==> config.mk <==
export PLATFORM = sky130hd
export DESIGN_NAME = err_fix_stage
export DESIGN_NICKNAME = d
export VERILOG_FILES = /design/src/rtl/enc_dec_pkg.sv /design/src/rtl/skid_buf2.sv /design/src/rtl/err_fix_stage.sv
export SDC_FILE = /design/constraint.sdc
export NUM_CORES = 1
export LEC_CHECK = 0
export CAP_MARGIN = 20
export CORE_UTILIZATION = 23
export DETAILED_ROUTE_END_ITERATION = 8
export GPL_TIMING_DRIVEN = 1
export SETUP_SLACK_MARGIN = 0.4
export SLEW_MARGIN = 5
export SYNTH_ARGS = -nofsm -noshare
export SYNTH_HDL_FRONTEND = slang
export SYNTH_HIERARCHICAL = 1
export SYNTH_SLANG_ARGS = --single-unit
==> constraint.sdc <==
create_clock -name clk -period 4.59 [get_ports clk]
set_clock_uncertainty 0.1 [all_clocks]
set_input_delay 0.918 -clock clk [delete_from_list [all_inputs] [get_ports clk]]
set_output_delay 0.918 -clock clk [all_outputs]
set_load 0.05 [all_outputs]
==> src/rtl/enc_dec_pkg.sv <==
// Shared encode/decode types: codeword size modes, NOF codes, status codes and size helpers.
package enc_dec_pkg;

  typedef enum logic [1:0] {
    SZ_8  = 2'd0,
    SZ_16 = 2'd1,
    SZ_32 = 2'd2
  } size_e;

  localparam logic [1:0] NOF_NONE   = 2'b00;
  localparam logic [1:0] NOF_SINGLE = 2'b01;
  localparam logic [1:0] NOF_DOUBLE = 2'b10;

  localparam logic [1:0] ST_CLEAN   = 2'b00;
  localparam logic [1:0] ST_CORR    = 2'b01;
  localparam logic [1:0] ST_UNCORR  = 2'b10;

  function automatic logic [31:0] size_mask(input size_e sz);
    case (sz)
      SZ_8:    size_mask = 32'h0000_00FF;
      SZ_16:   size_mask = 32'h0000_FFFF;
      default: size_mask = 32'hFFFF_FFFF;
    endcase
  endfunction

  function automatic logic [5:0] size_bits(input size_e sz);
    case (sz)
      SZ_8:    size_bits = 6'd8;
      SZ_16:   size_bits = 6'd16;
      default: size_bits = 6'd32;
    endcase
  endfunction

endpackage

==> src/rtl/skid_buf2.sv <==
// Generic 2-entry valid/ready buffer; entry 0 always drives the output so the head is held while stalled.
module skid_buf2 #(
  parameter int unsigned DW = 8
) (
  input  logic          clk,
  input  logic          rst,
  input  logic          in_valid,
  output logic          in_ready,
  input  logic [DW-1:0] in_data,
  output logic          out_valid,
  input  logic          out_ready,
  output logic [DW-1:0] out_data
);

  logic          vld0_q, vld0_d;
  logic          vld1_q, vld1_d;
  logic          rdy_q, rdy_d;
  logic [DW-1:0] dat0_q, dat0_d;
  logic [DW-1:0] dat1_q, dat1_d;
  logic          push_c, pop_c;

  assign push_c = in_valid & rdy_q;
  assign pop_c  = vld0_q & out_ready;

  always_comb begin
    vld0_d = vld0_q;
    vld1_d = vld1_q;
    dat0_d = dat0_q;
    dat1_d = dat1_q;
    if (!vld0_q) begin
      if (push_c) begin
        vld0_d = 1'b1;
        dat0_d = in_data;
      end
    end else if (!vld1_q) begin
      if (push_c && pop_c) begin
        dat0_d = in_data;
      end else if (pop_c) begin
        vld0_d = 1'b0;
      end else if (push_c) begin
        vld1_d = 1'b1;
        dat1_d = in_data;
      end
    end else if (pop_c) begin
      // Full: no push possible, the second entry moves to the head.
      dat0_d = dat1_q;
      vld1_d = 1'b0;
    end
    rdy_d = ~(vld0_d & vld1_d);
  end

  always_ff @(posedge clk) begin
    if (rst) begin
      vld0_q <= 1'b0;
      vld1_q <= 1'b0;
      rdy_q  <= 1'b1;
      dat0_q <= '0;
      dat1_q <= '0;
    end else begin
      vld0_q <= vld0_d;
      vld1_q <= vld1_d;
      rdy_q  <= rdy_d;
      dat0_q <= dat0_d;
      dat1_q <= dat1_d;
    end
  end

  assign in_ready  = rdy_q;
  assign out_valid = vld0_q;
  assign out_data  = dat0_q;

endmodule

==> src/rtl/err_fix_stage.sv <==
// Single-bit error correction stage: flips the flagged bit, masks to the active size,
// buffers the result behind a 2-entry skid buffer and counts corrected/uncorrectable beats.
module err_fix_stage
  import enc_dec_pkg::*;
#(
  parameter int unsigned AMBA_WORD = 32,
  parameter int unsigned CNT_WIDTH = 16
) (
  input  logic                 clk,
  input  logic                 rst,
  input  logic                 in_valid,
  output logic                 in_ready,
  input  logic [AMBA_WORD-1:0] codeword_in,
  input  logic                 Small,
  input  logic                 Medium,
  input  logic [1:0]           NOF,
  input  logic [4:0]           OUT,
  output logic                 out_valid,
  input  logic                 out_ready,
  output logic [AMBA_WORD-1:0] data_out,
  output logic [1:0]           err_status,
  input  logic                 cnt_clr,
  output logic [CNT_WIDTH-1:0] corr_cnt,
  output logic [CNT_WIDTH-1:0] uncorr_cnt
);

  localparam int unsigned PW = AMBA_WORD + 2;

  size_e                size_c;
  logic [5:0]           width_c;
  logic [AMBA_WORD-1:0] flip_c;
  logic [AMBA_WORD-1:0] fixed_c;
  logic [1:0]           status_c;
  logic                 accept_c;
  logic [PW-1:0]        head_c;
  logic [CNT_WIDTH-1:0] corr_q, corr_d;
  logic [CNT_WIDTH-1:0] uncorr_q, uncorr_d;

  assign size_c  = Small ? SZ_8 : (Medium ? SZ_16 : SZ_32);
  assign width_c = size_bits(size_c);

  // OUT=0 means only the overall parity bit was hit, so the data needs no flip.
  always_comb begin
    flip_c   = '0;
    status_c = ST_CLEAN;
    case (NOF)
      NOF_NONE: status_c = ST_CLEAN;
      NOF_SINGLE: begin
        if (OUT == 5'd0) begin
          status_c = ST_CORR;
        end else if ({1'b0, OUT} <= width_c) begin
          flip_c   = AMBA_WORD'(1) << (OUT - 5'd1);
          status_c = ST_CORR;
        end else begin
          status_c = ST_UNCORR;
        end
      end
      NOF_DOUBLE: status_c = ST_UNCORR;
      default:    status_c = ST_UNCORR;
    endcase
    fixed_c = (codeword_in ^ flip_c) & AMBA_WORD'(size_mask(size_c));
  end

  assign accept_c = in_valid & in_ready;

  skid_buf2 #(
    .DW(PW)
  ) u_buf (
    .clk      (clk),
    .rst      (rst),
    .in_valid (in_valid),
    .in_ready (in_ready),
    .in_data  ({status_c, fixed_c}),
    .out_valid(out_valid),
    .out_ready(out_ready),
    .out_data (head_c)
  );

  assign err_status = head_c[PW-1 -: 2];
  assign data_out   = head_c[AMBA_WORD-1:0];

  // Counters bump on accept, saturate at all-ones, and clear wins over increment.
  always_comb begin
    corr_d   = corr_q;
    uncorr_d = uncorr_q;
    if (cnt_clr) begin
      corr_d   = '0;
      uncorr_d = '0;
    end else if (accept_c) begin
      if (status_c == ST_CORR && corr_q != {CNT_WIDTH{1'b1}}) begin
        corr_d = corr_q + CNT_WIDTH'(1);
      end
      if (status_c == ST_UNCORR && uncorr_q != {CNT_WIDTH{1'b1}}) begin
        uncorr_d = uncorr_q + CNT_WIDTH'(1);
      end
    end
  end

  always_ff @(posedge clk) begin
    if (rst) begin
      corr_q   <= '0;
      uncorr_q <= '0;
    end else begin
      corr_q   <= corr_d;
      uncorr_q <= uncorr_d;
    end
  end

  assign corr_cnt   = corr_q;
  assign uncorr_cnt = uncorr_q;

endmodule

==> results of run 1 <==
## through the flow
| step | cells | hold WS [ns] |
|---|---|---|
| final | 1074 | 0.374 |
| after global routing | 1074 | 0.394 |
| after CTS | 1073 | 0.379 |
| after detailed placement | 1057 | 0.365 |
| after global placement | 1057 | 0.357 |
| after floorplan | 661 | 0.348 |
## power by group through the flow
stage	Clock (mW)	Combinational, mW	Sequential, mW
2_1_floorplan	0	0.202	1.06
3_3_place_gp	0	0.436	0.968
3_5_place_dp	0	0.439	0.968
4_1_cts	0.840	0.441	0.947
5_1_grt	0.873	0.468	0.951
6_report	0.807	0.439	0.947
## cell families (layout without fill, tap and decap cells)
group	count (synthesis)	in the layout	synth area share, %
AOI/OAI and AO/OA	172	172	20.9
DFF	103	103	34.9
adders and majority gates	4	4	0.848
muxes	68	68	11.5
xor gates and xnor gates	21	21	3.12
buffers and inverters	63	146	5.53
and+or+nand+nor	230	230	23.1
## layout by cell type, fill, tap and decap left out, types with 3 or more instances in the layout
cell	netlist	layout
sky130_fd_sc_hd__clkbuf_16	0	9
sky130_fd_sc_hd__nand2_1	20	20
sky130_fd_sc_hd__nor4_1	8	8
sky130_fd_sc_hd__o21ai_0	22	22
sky130_fd_sc_hd__nand4_1	12	12
sky130_fd_sc_hd__xnor2_1	11	11
sky130_fd_sc_hd__dfxtp_1	103	103
sky130_fd_sc_hd__nor3_1	6	5
sky130_fd_sc_hd__nand3_1	9	9
sky130_fd_sc_hd__o211ai_1	6	6
sky130_fd_sc_hd__xor2_1	10	10
sky130_fd_sc_hd__or4_1	21	21
sky130_fd_sc_hd__inv_1	7	7
sky130_fd_sc_hd__mux2i_1	68	68
sky130_fd_sc_hd__a211oi_2	30	30
sky130_fd_sc_hd__nand2b_1	73	73
sky130_fd_sc_hd__o31ai_1	18	18
sky130_fd_sc_hd__a211oi_1	6	6
sky130_fd_sc_hd__and4_1	5	5
sky130_fd_sc_hd__or3_1	18	18
sky130_fd_sc_hd__buf_4	3	10
sky130_fd_sc_hd__a21oi_1	72	71
sky130_fd_sc_hd__ha_1	4	4
sky130_fd_sc_hd__nor4b_1	3	3
sky130_fd_sc_hd__nor2_1	30	30
sky130_fd_sc_hd__or2_2	7	7
sky130_fd_sc_hd__and2_1	4	3
sky130_fd_sc_hd__nand3b_1	5	5
sky130_fd_sc_hd__clkdlybuf4s50_1	0	112
## flip-flops by register name (all words and copies together) (netlist names)
name,cells
u_buf/vld1_q,1
corr_cnt,16
u_buf/dat1_q,34
u_buf/in_ready,1
u_buf/out_data,34
u_buf/out_valid,1
uncorr_cnt,16
## path summary, 6_finish.rpt
check                                from                               to  slack (ns)  cells past startpoint
max                                OUT[0]  u_buf/out_data[26]$_SDFFE_PP0P_        1.07                      8
min          u_buf/dat1_q[5]$_SDFFE_PP0P_     u_buf/dat1_q[5]$_SDFFE_PP0P_        0.37                      2
max reg2reg      corr_cnt[2]$_SDFFE_PP0P_        corr_cnt[12]$_SDFFE_PP0P_        2.41                      5
min reg2reg  u_buf/dat1_q[5]$_SDFFE_PP0P_     u_buf/dat1_q[5]$_SDFFE_PP0P_        0.37                      2
## routing by layer
metal	global-route usage, %	wire [µm]	vias to the layer above
li1	-	-	2584
met1	17.3	8120	2430
met2	21.8	8260	126
met3	2.86	843	4
met4	2.32	64	0
met5	0	0	-
## worst max-delay path, delay by kind of cell
family	cells	cell delay, ns
AOI/OAI and AO/OA	3	0.79
buffers and inverters	1	0.60
muxes	1	0.14
and+or+nand+nor	3	1.25
## layout make-up
cell class,instances,area share [%]
Sequential cell,103,27.3
Timing Repair Buffer,123,16.1
Clock buffer,10,3.04
Inverter,7,0.348
Tap cell,330,5.48
Clock inverter,6,1.01
Multi-Input combinational cell,495,46.7
==> results_dict.tcl, run 1 <==
set metrics [dict create \
    outcome "finished, final reports clean" \
    drt-total-wl_mm 17.3 \
    worstPathRequired_ns 4.77 \
    cts_buffers 9 \
    horizontal_die_dimension_um 162 \
    clock_tree.root_cell "sky130_fd_sc_hd__clkbuf_16" \
    critical-path-max-stage-delay_ns 0.60 \
    timing.setup.critical_path_class "input port to register" \
    library_cell_with_the_largest_summed_area_after_synthesis "sky130_fd_sc_hd__dfxtp_1" \
    syn-instance-count 661 \
    seq_area_frac_synth_pct 34.9 \
    switching_fraction_pct 30.4 \
    slowest_stage "sky130_fd_sc_hd__clkdlybuf4s50_1" \
    setup_repair_after_global_routing_missed_its_margin "false" \
    crit_arrival_ns 3.69 \
    place.port_buffers 113 \
    worst_setup_hold_path_clk_slew_ns 0.08 \
    switchingPower_mw 0.667 \
    final-setup-viol-count 0 \
    largest_net_degree_at_the_start_of_global_routing 99 \
    cts_num_sinks 103 \
    die_area_um2 26300 \
    combPwrFrac_pct 20.0 \
    grt_antenna_before_repair 0 \
    start_kind "input port" \
    final_hold_viol_count 0 \
    postLayoutCellArea_um2 7540 \
    synth_edf_count 0 \
    route.vias.total 5144 \
    wire_length_of_the_first_global_routing_pass_mm 26.8 \
    power.density_cell_area_nw_per_um2 291 \
    detailedPlacementHpwl_mm 12.1 \
    vdd.ir_drop.worst_mv 0.151 \
    globalplace.congestion 0.797 \
    flow.area_growth_from_synthesis_pct 27.8 \
    cts_tree "built" \
    first_global_vias 4753 \
    synth.top_cells.by_area "sky130_fd_sc_hd__dfxtp_1, sky130_fd_sc_hd__mux2i_1, sky130_fd_sc_hd__nand2b_1, sky130_fd_sc_hd__a211oi_2, sky130_fd_sc_hd__a21oi_1" \
    post-route-period-util_pct 76.6 \
    final_layout_size_suffix_gt1_share_pct 9.68 \
    post_cts_buffers 0 \
    synthFlopType "sky130_fd_sc_hd__dfxtp_1" \
    multi_input_comb_area_um2 3520 \
    detailedRoute.firstPassIterationCount 4 \
    fillers 2656 \
    row_count 58 \
    tightest_slew_ns 0.999 \
    wl_per_cell_um 16.1 \
    fp.coreArea_um2 25200 \
    seqCellArea_um2 2060 \
    minimum_setup_slack_after_placement_ns 0.553 \
    min-delay-path-class "register to register" \
    internal_power_mw 1.53 \
    worst_skew_pair_later_pin_latency_ns 0.35 \
    leakage_nw 2.52 \
    die_h_um 162 \
    clockPowerShare_pct 36.8 \
    mappedNetlistArea_um2 5900 \
    maxCapViolations 0 \
    initial_utilization_pct 23.4 \
    critical_path_peak_fanout 10 \
    ioPinCount 114 \
    timing_max_transition_violations_final 0 \
    async_reset_ff_share_pct 0 \
    detail_route.drc_violations 0 \
    syn_avg_cell_area_um2 8.93 \
    htreeDepth 3 \
    final_core_utilization_pct 29.9 \
    vias_per_cell 4.79 \
    timing.fmax_ghz 0.284 \
    synth_top_cells_by_count "sky130_fd_sc_hd__dfxtp_1, sky130_fd_sc_hd__nand2b_1, sky130_fd_sc_hd__a21oi_1" \
    total_power_mw 2.19 \
    synth_cell_type_count 50 \
    layout.nets 789 \
    power_frac_seq_pct 43.2 \
    grt_total_ovfl 0 \
    drt_first_iter_violations 309 \
    mappedNetlistNets 711 \
    synth.most_common_cell "sky130_fd_sc_hd__dfxtp_1" \
    final_critical_path_setup_slack_ns 1.07 \
    postPlaceCellArea_um2 7220 \
    ys.warnings.count 6 \
    synth_seq_cells 103 \
    antenna-diode-count 0 \
    cts_resized 0 \
    setup_tns_ns 0 \
    postRouteAntennaNets 0 \
    worst_slew_margin_rel_pct 33.4 \
    cts.path.max_buffers 2 \
    cts-hold-fix-buffers 0 \
    synth_top_area_share_pct 34.9 \
    setup.worst_path.end_class "register" \
    cp_cell_sequence "clkdlybuf4s50_1 -> or3_4 -> o221ai_1 -> nand3_1 -> or3_1 -> a21oi_1 -> mux2i_1 -> a211oi_2" \
    global_route.usage.total_pct 13.1 \
    finalCriticalPeriod_ns 3.52 \
]
Note: power is estimated with default switching activity, not from simulation.
==> inputs of run 2 (changes only) <==
==> constraint.sdc (replaced) <==
create_clock -name clk -period 3.5 [get_ports clk]
set_clock_uncertainty 0.1 [all_clocks]
set_input_delay 0.7 -clock clk [delete_from_list [all_inputs] [get_ports clk]]
set_output_delay 0.7 -clock clk [all_outputs]
set_load 0.05 [all_outputs]
==> run 2 against run 1 <==
Compared with the run above:
- utilization up 1.3 points
- global-route usage up 0.28 points
- clock power up 25%
- flip-flop and latch count unchanged
- largest cell class unchanged
- power up 31%
- first-iteration DRC count up 45%
- highest routed layer unchanged
- cell count up 2.2%
- setup slack worse by 0.56 ns
- via count up 5.0%
- sequential power up 31%
- die area unchanged
==> results_dict.tcl, run 2 (synthesis results as in run 1) <==
set metrics [dict create \
    outcome "finished, final reports clean" \
    worstPathRequired_ns 3.68 \
    largest_net_degree_at_the_start_of_global_routing 51 \
    row_count 58 \
    vdd.ir_drop.worst_mv 0.266 \
    fp.coreArea_um2 25200 \
    layout.cells.most_common "sky130_fd_sc_hd__clkdlybuf4s50_1" \
    switching_fraction_pct 32.0 \
    finalCriticalPeriod_ns 2.99 \
    multi_input_comb_area_um2 3670 \
    cts-hold-fix-buffers 0 \
    horizontal_die_dimension_um 162 \
    global_route.usage.total_pct 13.4 \
    ioPinCount 114 \
    cts.path.max_buffers 2 \
    timing_max_transition_violations_final 0 \
    cts_buffers 9 \
    first_global_vias 4833 \
    grt_total_ovfl 0 \
    post-route-period-util_pct 85.3 \
    power_frac_seq_pct 43.2 \
    min-delay-path-class "register to register" \
    globalplace.congestion 0.804 \
    crit_path_start "Small" \
    drt_first_iter_violations 449 \
    place.port_buffers 113 \
    detailedRoute.firstPassIterationCount 4 \
    timing.fmax_ghz 0.335 \
    worst_setup_hold_path_clk_slew_ns 0.08 \
    critical_path_peak_fanout 13 \
    setup_repair_after_global_routing_missed_its_margin "true" \
    initial_utilization_pct 23.4 \
    min-delay-start "u_buf/dat1_q[2]$_SDFFE_PP0P_" \
    seqCellArea_um2 2060 \
    grt_antenna_before_repair 0 \
    regToRegSetupSlack_ns 1.30 \
    combPwrFrac_pct 21.6 \
    slowest_stage "sky130_fd_sc_hd__or4_1" \
    leakage_nw 2.66 \
    route.vias.total 5400 \
    internal_power_mw 1.95 \
    switchingPower_mw 0.919 \
    detail_route.drc_violations 0 \
    final_core_utilization_pct 31.3 \
    postRouteAntennaNets 0 \
    setup_tns_ns 0 \
    mostFrequentLayoutCells "sky130_fd_sc_hd__clkdlybuf4s50_1, sky130_fd_sc_hd__dfxtp_1, sky130_fd_sc_hd__nand2b_1" \
    dpl.cell_count 1077 \
    flow.area_growth_from_synthesis_pct 33.4 \
    worst_skew_pair_later_pin_latency_ns 0.36 \
    cts_tree "built" \
    die_area_um2 26300 \
    timing.setup.critical_path_class "input port to register" \
    final_hold_viol_count 0 \
    antenna-diode-count 0 \
    cp_cell_sequence "clkdlybuf4s50_1 -> nand2b_4 -> ha_4 -> nor2b_2 -> o221a_4 -> or3_4 -> or4_1 -> a21oi_1" \
    postLayoutCellArea_um2 7870 \
    clockPowerShare_pct 35.2 \
    critical-path-max-stage-delay_ns 0.53 \
    power.density_cell_area_nw_per_um2 365 \
    clock_tree.root_cell "sky130_fd_sc_hd__clkbuf_16" \
    hold-path-cell-count 2 \
    hold_ws_ns 0.370 \
    setup.worst_path.end_class "register" \
    worst_r2r_startpoint "corr_cnt[2]$_SDFFE_PP0P_" \
    final-setup-viol-count 0 \
    end_of_the_worst_register_to_register_path "corr_cnt[12]$_SDFFE_PP0P_" \
    postPlaceCellArea_um2 7410 \
    cts_num_sinks 103 \
    wire_length_of_the_first_global_routing_pass_mm 27.4 \
    crit_arrival_ns 3.17 \
    htreeDepth 3 \
    worst_slew_margin_rel_pct 48.1 \
    tightest_slew_ns 0.776 \
    drt-total-wl_mm 18.0 \
    detailedPlacementHpwl_mm 12.5 \
    final_layout_size_suffix_gt1_share_pct 14.5 \
    start_kind "input port" \
    layout.nets 813 \
    maxCapViolations 0 \
    die_h_um 162 \
    timing.reg2reg.worst_path_depth 5 \
    worstHoldEndpoint "u_buf/dat1_q[2]$_SDFFE_PP0P_" \
    fillers 2595 \
    vias_per_cell 4.92 \
    layoutNonFillerInstCount 1098 \
    wl_per_cell_um 16.3 \
]
-- run 2: critical path, delay by kind of cell --
family	cells	cell delay, ns
and+or+nand+nor	4	1.32
buffers and inverters	1	0.50
AOI/OAI and AO/OA	2	0.44
adders and majority gates	1	0.20
-- run 2: layout make-up --
type,instances,share of cell area (%)
clock buffers,9,2.86
clock inverters,7,0.795
inverters,7,0.334
multi-input cells,497,46.7
flip-flops and latches,103,26.2
well taps,330,5.25
repair buffers,145,17.9
-- run 2: power groups by stage --
stage / sequential, mW / clock, mW / combinational [mW]
after floorplan: 1.39 / 0 / 0.265
after global placement: 1.27 / 0 / 0.592
after detailed placement: 1.27 / 0 / 0.597
after CTS: 1.24 / 1.05 / 0.602
after global routing: 1.25 / 1.10 / 0.660
final: 1.24 / 1.01 / 0.621
-- run 2: worst max-delay path by stage --
stage,to,slack [ns],cells past startpoint
5_1_grt,u_buf/out_data[8]$_SDFFE_PP0P_,0.35,12
4_1_cts,u_buf/out_data[24]$_SDFFE_PP0P_,0.38,10
2_1_floorplan,corr_cnt[3]$_SDFFE_PP0P_,0.45,9
3_5_place_dp,u_buf/out_data[33]$_SDFFE_PP0P_,-0.18,9
6_report,corr_cnt[15]$_SDFFE_PP0P_,0.51,8
3_3_place_gp,u_buf/out_data[33]$_SDFFE_PP0P_,-0.11,9
-- run 2: per-stage QoR --
stage	setup WS (ns)	power [mW]
6_report	0.514	2.87
5_1_grt	0.345	3.01
4_1_cts	0.376	2.89
3_5_place_dp	-0.184	1.87
3_3_place_gp	-0.114	1.86
2_1_floorplan	0.447	1.65
-- run 2: what timing repair did --
item	CTS	global route
gates cloned	0	2
buffers inserted	0	3
setup endpoints to repair	17	35
pin swaps	0	13
resized for setup	4	18
-- run 2: metal layers --
metal	up-vias	share of wire (%)	GRT usage, %
li1	2647	-	-
met1	2595	47	18.8
met2	145	46	20.9
met3	13	5.2	2.55
met4	0	0.96	2.92
met5	-	0	0
==> inputs of run 3 (changes only) <==
--- a/config.mk
+++ b/config.mk
@@ -5,6 +5,7 @@
 export SDC_FILE = /design/constraint.sdc
 export NUM_CORES = 1
 export LEC_CHECK = 0
+export ABC_AREA = 1
 export CAP_MARGIN = 20
 export CORE_UTILIZATION = 23
 export DETAILED_ROUTE_END_ITERATION = 8
==> run 3 against run 2 <==
Compared with the run above:
- hold slack gained 0.015 ns
- wire length grew 9.5%
- synthesized cell count grew 56%
- non-clock buffer count shrank 17
- cell area grew 3.6%
- largest power group unchanged
- highest routed layer unchanged
==> results_dict.tcl, run 3 <==
set metrics [dict create \
    maxCapViolations 0 \
    detailedPlacementHpwl_mm 14.1 \
    vdd.ir_drop.worst_mv 0.215 \
    detailedRoute.firstPassIterationCount 5 \
    postRouteAntennaNets 0 \
    row_count 60 \
    cts_buffers 9 \
    tightest_slew_ns 0.781 \
    crit_arrival_ns 1.96 \
    fp.coreArea_um2 27200 \
    syn-instance-count 1034 \
    switching_fraction_pct 31.6 \
    layout.nets 1173 \
    synth_top_area_share_pct 32.2 \
    final-setup-viol-count 0 \
    cts.path.max_buffers 2 \
    flow.area_growth_from_synthesis_pct 27.3 \
    async_reset_ff_share_pct 0 \
    horizontal_die_dimension_um 169 \
    synth-simple-area-share_pct 46.0 \
    synthFlopType "sky130_fd_sc_hd__dfxtp_1" \
    outcome "finished, final reports clean" \
    timing.fmax_ghz 0.362 \
    globalplace.congestion 0.918 \
    ys.warnings.count 6 \
    clock_tree.root_cell "sky130_fd_sc_hd__clkbuf_16" \
    cts-hold-fix-buffers 0 \
    route.vias.total 6422 \
    seq_area_frac_synth_pct 32.2 \
    die_area_um2 28500 \
    final_critical_path_setup_slack_ns 0.735 \
    mappedNetlistNets 1084 \
    mostFrequentLayoutCells "sky130_fd_sc_hd__nand2_1, sky130_fd_sc_hd__nor2_1, sky130_fd_sc_hd__inv_1" \
    setup_tns_ns 0 \
    largest_net_degree_at_the_start_of_global_routing 49 \
    slowest_stage "sky130_fd_sc_hd__clkdlybuf4s50_1" \
    global_route.usage.total_pct 13.9 \
    worst_setup_hold_path_clk_slew_ns 0.08 \
    final_core_utilization_pct 30.0 \
    drt-total-wl_mm 19.7 \
    first_global_vias 5794 \
    place.port_buffers 113 \
    cts_tree "built" \
    synthMuxAreaShare_pct 0 \
    finalCriticalPeriod_ns 2.76 \
    grt_antenna_before_repair 1 \
    detail_route.drc_violations 0 \
    drt_first_iter_violations 514 \
    clockPowerShare_pct 37.3 \
    final_layout_size_suffix_gt1_share_pct 6.91 \
    leakage_nw 3.43 \
    internal_power_mw 2.14 \
    cp_cell_sequence "clkdlybuf4s50_1" \
    worst_path_dominant_cell_family "buffers and inverters" \
    largest_family_of_logic_cells_by_synthesized_area "simple AND/OR/NAND/NOR gates" \
    synth.most_common_cell "sky130_fd_sc_hd__nand2_1" \
    synth.top_cells.by_area "sky130_fd_sc_hd__dfxtp_1, sky130_fd_sc_hd__nand2_1, sky130_fd_sc_hd__nor2_1, sky130_fd_sc_hd__nand3_1, sky130_fd_sc_hd__inv_1" \
    combPwrFrac_pct 22.3 \
    setup.worst_path.end_class "primary output" \
    die_h_um 169 \
    grt_total_ovfl 0 \
    power_frac_seq_pct 40.5 \
    library_cell_with_the_largest_summed_area_after_synthesis "sky130_fd_sc_hd__dfxtp_1" \
    synth_seq_cells 103 \
    timing.setup.critical_path_class "register to primary output" \
    critical_path_peak_fanout 10 \
    path_buf_inv 1 \
    min-delay-path-class "register to register" \
    worstPathRequired_ns 2.70 \
    cts_num_sinks 103 \
    layout.cells.most_common "sky130_fd_sc_hd__nand2_1" \
    post-route-period-util_pct 79.0 \
    synth_area_in_adders_pct 0.781 \
    worst_slew_margin_rel_pct 47.8 \
    synth_edf_count 0 \
    timing_max_transition_violations_final 0 \
    minimum_setup_slack_after_placement_ns 0.328 \
    post_synth_xor_area_fraction_pct 4.51 \
    syn_avg_cell_area_um2 6.20 \
    worst_skew_pair_later_pin_latency_ns 0.36 \
    vias_per_cell 4.28 \
    htreeDepth 3 \
    compound_gate_portion_of_the_synthesized_area_pct 3.69 \
    total_power_mw 3.13 \
    initial_utilization_pct 23.6 \
    synth_top_cells_by_count "sky130_fd_sc_hd__nand2_1, sky130_fd_sc_hd__nor2_1, sky130_fd_sc_hd__inv_1" \
    wire_length_of_the_first_global_routing_pass_mm 31.3 \
    setup_repair_after_global_routing_missed_its_margin "false" \
    ioPinCount 114 \
    mappedNetlistArea_um2 6410 \
    wl_per_cell_um 13.1 \
    critical-path-max-stage-delay_ns 0.91 \
    synth_cell_type_count 35 \
    start_kind "register" \
    power.density_cell_area_nw_per_um2 384 \
    switchingPower_mw 0.990 \
    final_hold_viol_count 0 \
]
[run 3: changes by cell type after synthesis, moves of 18 or more]
cell and delta:
sky130_fd_sc_hd__nand2_1 +248, sky130_fd_sc_hd__nor2_1 +181, sky130_fd_sc_hd__inv_1 +120, sky130_fd_sc_hd__nand3_1 +104
sky130_fd_sc_hd__nand2b_1 -73, sky130_fd_sc_hd__mux2i_1 -68, sky130_fd_sc_hd__a21oi_1 -47, sky130_fd_sc_hd__a211oi_2 -30
sky130_fd_sc_hd__clkbuf_1 -23, sky130_fd_sc_hd__or4_1 -21, sky130_fd_sc_hd__o31ai_1 -18, sky130_fd_sc_hd__or3_1 -18
[run 3: layout make-up]
cell class	count	area, µm²
Clock inverter	5	87.6
Clock buffer	11	253
Sequential cell	103	2060
Timing Repair Buffer	128	1260
Tap cell	372	465
Multi-Input combinational cell	748	3530
Antenna cell	1	2.50
Inverter	133	499
Fill cell	3049	19000
[run 3: logic make-up (layout without fill, tap and decap cells)]
group / after synthesis / count (layout)
buffers and inverters: 183 / 277
AO/OA/AOI/OAI: 42 / 42
XOR/XNOR: 33 / 33
flip-flops: 103 / 103
adder cells (fa/ha/maj): 4 / 4
AND/OR/NAND/NOR: 669 / 669
other: 0 / 1
[run 3: through the flow]
step / cell area, µm² / hold WS [ns] / instances
after floorplan: 6410 / 0.354 / 1034
after global placement: 7810 / 0.362 / 1484
after detailed placement: 7810 / 0.371 / 1484
after CTS: 8150 / 0.389 / 1500
after global routing: 8150 / 0.403 / 1500
final: 8160 / 0.385 / 1501
[run 3: path summary, 6_finish.rpt]
| path | end | slack [ns] | startpoint | cells past startpoint |
|---|---|---|---|---|
| setup / recovery | out_valid | 0.74 | u_buf/out_valid$_SDFF_PP0_ | 1 |
| hold / removal | u_buf/dat1_q[6]$_SDFFE_PP0P_ | 0.39 | u_buf/dat1_q[6]$_SDFFE_PP0P_ | 2 |
| setup reg to reg | u_buf/out_data[11]$_SDFFE_PP0P_ | 1.16 | u_buf/out_valid$_SDFF_PP0_ | 7 |
| hold reg to reg | u_buf/dat1_q[6]$_SDFFE_PP0P_ | 0.39 | u_buf/dat1_q[6]$_SDFFE_PP0P_ | 2 |
[run 3: per-layer routing]
| metal | global-route usage, % | wire, µm | vias to the layer above |
|---|---|---|---|
| li1 | - | - | 3361 |
| met1 | 18.8 | 9450 | 2911 |
| met2 | 21.9 | 8840 | 137 |
| met3 | 2.97 | 1130 | 13 |
| met4 | 4.07 | 234 | 0 |
| met5 | 0 | 0 | - |
[run 3: power groups by stage]
stage / Combinational [mW] / Clock [mW] / Sequential [mW]
after detailed placement: 0.697 / 0 / 1.29
after CTS: 0.699 / 1.20 / 1.27
after global routing: 0.762 / 1.25 / 1.27
after global placement: 0.694 / 0 / 1.29
final: 0.696 / 1.17 / 1.27
after floorplan: 0.337 / 0 / 1.43
[run 3: worst min-delay path, stage by stage, from the launching register on]
cell and delay, ns:
sky130_fd_sc_hd__dfxtp_1 0.33, sky130_fd_sc_hd__nor2_1 0.05, sky130_fd_sc_hd__nor2_1 0.08
[run 3: timing repair]
action,CTS,global route
setup buffers,0,0
resized for setup,0,1
setup endpoints to repair,0,3
